[src/rtl/sram_pkg.sv]
// ----------------------------------------------------------------------------
// sram_pkg
// Shared definitions for the dual-port SRAM model.
//   RDW_READ_FIRST    : a read that collides with a write on the other port
//                       returns the word as it was before the write.
//   RDW_WRITE_THROUGH : the colliding read returns the word with the other
//                       port's written byte lanes merged in.
//   lane_merge()      : selects between the stored byte and the write byte
//                       for one lane, based on that lane's write enable.
// ----------------------------------------------------------------------------
package sram_pkg;

    localparam int RDW_READ_FIRST    = 0;
    localparam int RDW_WRITE_THROUGH = 1;

    function automatic logic [7:0] lane_merge(
        input logic [7:0] data,
        input logic [7:0] wdata,
        input logic       mask
    );
        return mask ? wdata : data;
    endfunction

endpackage

[src/rtl/sram_rdpipe.sv]
// ----------------------------------------------------------------------------
// sram_rdpipe
// Per-port read output stage. Takes the raw array word and a read-accept
// flag and produces rdata/rvalid after READ_LATENCY clock edges.
//   clk     : clock, rising edge
//   rstz    : asynchronous active-low reset, clears all pipeline state
//   rd_acc  : a read was accepted this cycle
//   rd_word : word read from the array for that access
//   rdata   : read data; holds its value until the next read completes
//   rvalid  : one-cycle strobe per completed read
// ----------------------------------------------------------------------------
module sram_rdpipe
    import sram_pkg::*;
#(
    parameter int WIDTH        = 32,
    parameter int READ_LATENCY = 1
) (
    input  logic             clk,
    input  logic             rstz,
    input  logic             rd_acc,
    input  logic [WIDTH-1:0] rd_word,
    output logic [WIDTH-1:0] rdata,
    output logic             rvalid
);

    generate
        if (READ_LATENCY == 2) begin : g_lat2
            logic [WIDTH-1:0] stage_reg;
            logic             stage_vld_reg;

            // A reset between accept and output clears the stage valid, so a
            // read accepted before reset never produces a strobe afterwards.
            always_ff @(posedge clk or negedge rstz) begin
                if (!rstz) begin
                    stage_reg     <= '0;
                    stage_vld_reg <= 1'b0;
                    rdata         <= '0;
                    rvalid        <= 1'b0;
                end else begin
                    stage_vld_reg <= rd_acc;
                    if (rd_acc) begin
                        stage_reg <= rd_word;
                    end
                    rvalid <= stage_vld_reg;
                    if (stage_vld_reg) begin
                        rdata <= stage_reg;
                    end
                end
            end
        end else begin : g_lat1
            always_ff @(posedge clk or negedge rstz) begin
                if (!rstz) begin
                    rdata  <= '0;
                    rvalid <= 1'b0;
                end else begin
                    rvalid <= rd_acc;
                    if (rd_acc) begin
                        rdata <= rd_word;
                    end
                end
            end
        end
    endgenerate

endmodule

[config.mk]
export PLATFORM = sky130hd
export DESIGN_NAME = sram_rdpipe
export DESIGN_NICKNAME = d
export VERILOG_FILES = /design/src/rtl/sram_pkg.sv /design/src/rtl/sram_rdpipe.sv
export SDC_FILE = /design/constraint.sdc
export NUM_CORES = 1
export LEC_CHECK = 0
export CAP_MARGIN = 30
export CORE_ASPECT_RATIO = 1.4
export CORE_MARGIN = 8
export CORE_UTILIZATION = 35
export CTS_CLUSTER_DIAMETER = 100
export DETAILED_ROUTE_END_ITERATION = 8
export PLACE_DENSITY = 0.75
export SLEW_MARGIN = 20
export SYNTH_ARGS = -nofsm -noshare
export SYNTH_HDL_FRONTEND = slang
export SYNTH_SLANG_ARGS = --single-unit
[constraint.sdc]
create_clock -name clk -period 1.6 [get_ports clk]
set_clock_uncertainty 0.05 [all_clocks]
set_input_delay 0.32 -clock clk [delete_from_list [all_inputs] [get_ports clk]]
set_output_delay 0.32 -clock clk [all_outputs]
set_load 0.03 [all_outputs]
**After elaboration in Yosys (flattened, before gate mapping)**

Index checks and enable logic that the tools add are counted.

- Register bits after elaboration: 33
- Output and inout bits: 33
- Word-level logic and storage cells: 2

**Longest topological paths before layout**

- Depth in word-level cells: 0
- Gate-level depth with buffers: 3
- Gate-level depth less buffers: 1

**Worst setup path after synthesis**

OpenSTA, ideal clock, no wires.

- Kind: input-to-reg
- From: in rd_acc
- To: reg rdata[0]
- Library setup time: 125 ps
- Arrival: 862 ps
- Path slack: 563 ps
- Stages on the path: 3
- Cell sequence: buf_6 -> buf_12 -> mux2_4

RTL lines:

| what | RTL line | RTL |
|---|---|---|
| from (decl) | sram_rdpipe.sv:20 | `input logic rd_acc,` |
| to (signal assigned) | sram_rdpipe.sv:58 | `rdata <= rd_word;` |
| to (decl) | sram_rdpipe.sv:22 | `output logic [WIDTH-1:0] rdata,` |

No word-level cell between the ends.

**Final worst setup path**

- From: reg rdata[10]
- To: out rdata[10]

No word-level cell between the ends.

==> flow_summary.ini <==
[run_status]
status = completed

[worst_hold_path]
hold_class = input pin to asynchronous set/reset pin

[logic_synthesis]
postSynthAreaPerCell_um2 = 19.9
synth_area_mm2 = 0.00137
synth_compound_area_share_pct = 0
synthXorXnorAreaFrac_pct = 0
ys_warn_count = 0
synth_top_family_by_area = multiplexers
synthCells = 69
ys_seq_area_share_pct = 60.3
synth_fa_ha_area_share_pct = 0
synth_mux_area_share_pct = 34.5
synth_cell_types = 5
syn_nets = 104
yosys.area_share.simple_pct = 0
ys_ff_latch = 33

[worst_setup_path]
cpPeakStageDelay_ns = 0.43
timing.reg2reg.setup_slack_ns = 0.78
crit_path_end_kind = output pin
critPathTopFamily = buffers and inverters
cp-startpoint = rdata[10]
crit_path_cell_trace = dlygate4sd2_1
crit_type = flip-flop to output pin
r2r-start = rdata[15]
path_max_fanout = 2
slowest_stage = dlygate4sd2_1
critical_path.startpoint_type = flip-flop
arrival_ns = 1.08
required_ns = 1.23
cp_num_buf_inv = 1

[route]
drt_iter0_markers = 7
drt_first_pass_iters = 3
vias_per_cell = 4.57
antenna_left = 0
wl_per_cell_um = 17.7
routed_wl_um = 3290
drc = 0
via_count = 850

[floorplanning]
floorplan.die.width_um = 68.9
core_mm2 = 0.00385
die-area_mm2 = 0.00620
die_height_um = 90.0
num_rows = 27
io_pins = 68
floorplan.initialDensity_pct = 35.6

[sta]
worst_slack_ns = 0.150
period_share_pct = 90.6
maxSlewHeadroom_pct = 76.8
layout_min_cycle_time_ns = 1.45
setup_tns_ns = 0
grt_setup_unrepaired = false
hold_slack_ns = 0.347
slew_viol_final = 0
setup_viol = 0
clock.fmax_ghz = 0.690
hold_viol_final = 0
worstMarginPinSlew_ns = 0.349

[global_routing]
antenna_found_initial = 0
grt_first_pass_wirelength_um = 5330
grt.total_usage_pct = 11.7
grt_pass1_vias = 1000
gr-total-overflow = 0
grt_max_degree = 34

[pwr]
max-vdd-ir-drop_mv = 0.650
p_leak_nw = 1.02
powerDensity_mw_per_mm2 = 1000

[placed_design]
gp_congestion = 0.694
dpl_worst_slack_ns = 0.194
post-dp-hpwl_um = 2490
portBuffers = 67
place_inst = 178

[finish]
area_growth_pct = 54.1
final_cell_mix = clkdlybuf4s50_1, dlygate4sd2_1, dfrtp_1
final_net_count = 177
fin_util_pct = 54.8
drive_gt1_share_pct = 30.8
final_cells = 186
diodes = 0

[clock_network]
cts_root_buf = clkbuf_8
cts_tree = built
clkSinkCount = 33
cts_setup_buffers = 0
clk_pin_slew_ns = 0.08
htreeDepth = 2
clock_latency_ns = 0.28
numCtsBuffers = 5
cts_buffer_depth = 2

[run]
maxCapViolations = 0
[synthesized netlist by cell type, drive strengths merged]
| master | count | share of area, % |
|---|---|---|
| mux2 | 32 | 35 |
| dfrtp | 33 | 60 |
| buf | 4 | 5.2 |
[per-stage QoR]
step	area (um2)	total power, W
floorplan	1370	0.00131
global placement	2070	0.00159
detailed placement	2070	0.00160
CTS	2110	0.00215
global route	2110	0.00224
finish	2110	0.00212
[final cells by class]
type	count	area, um2
Fill cell	343	1740
Clock buffer	5	68.8
Sequential cell	33	826
Tap cell	43	53.8
Multi-Input combinational cell	32	473
Timing Repair Buffer	70	672
Clock inverter	3	17.5
[layer usage]
metal,track usage [%],share of wire (%),vias to the layer above
li1,-,-,385
met1,12.3,35,422
met2,19.0,55,37
met3,4.60,8.3,6
met4,6.05,2.4,0
met5,0,0,-
[path summary, 6_finish.rpt]
path,endpoint,cells past startpoint
max in group asynchronous,rdata[21],2
worst min register to register,rdata[25],1
min in group clk,rvalid,2
worst max register to register,rdata[15],1
worst min-delay path,rdata[10],2
worst max-delay path,rdata[10],1
[power breakdown]
part	leakage (nW)	switching, W	internal (W)
Clock	0.0439	0.000302	0.000300
Combinational	0.586	0.000283	0.000275
Sequential	0.386	0.0000412	0.000917
Total	1.02	0.000626	0.00149
[logic make-up after synthesis]
group,Yosys count
buffers and inverters,4
flip-flops,33
multiplexers,32
[sequential cells by signal, indices dropped and copies added (netlist names)]
signal and flops:
rvalid 1, rdata 32
[repair_timing]
| item | CTS | global route |
|---|---|---|
| resized for setup | 33 | 0 |
| setup endpoints to repair | 33 | 0 |
| hold buffers | 0 | 0 |
(Power assumes the default switching activity.)
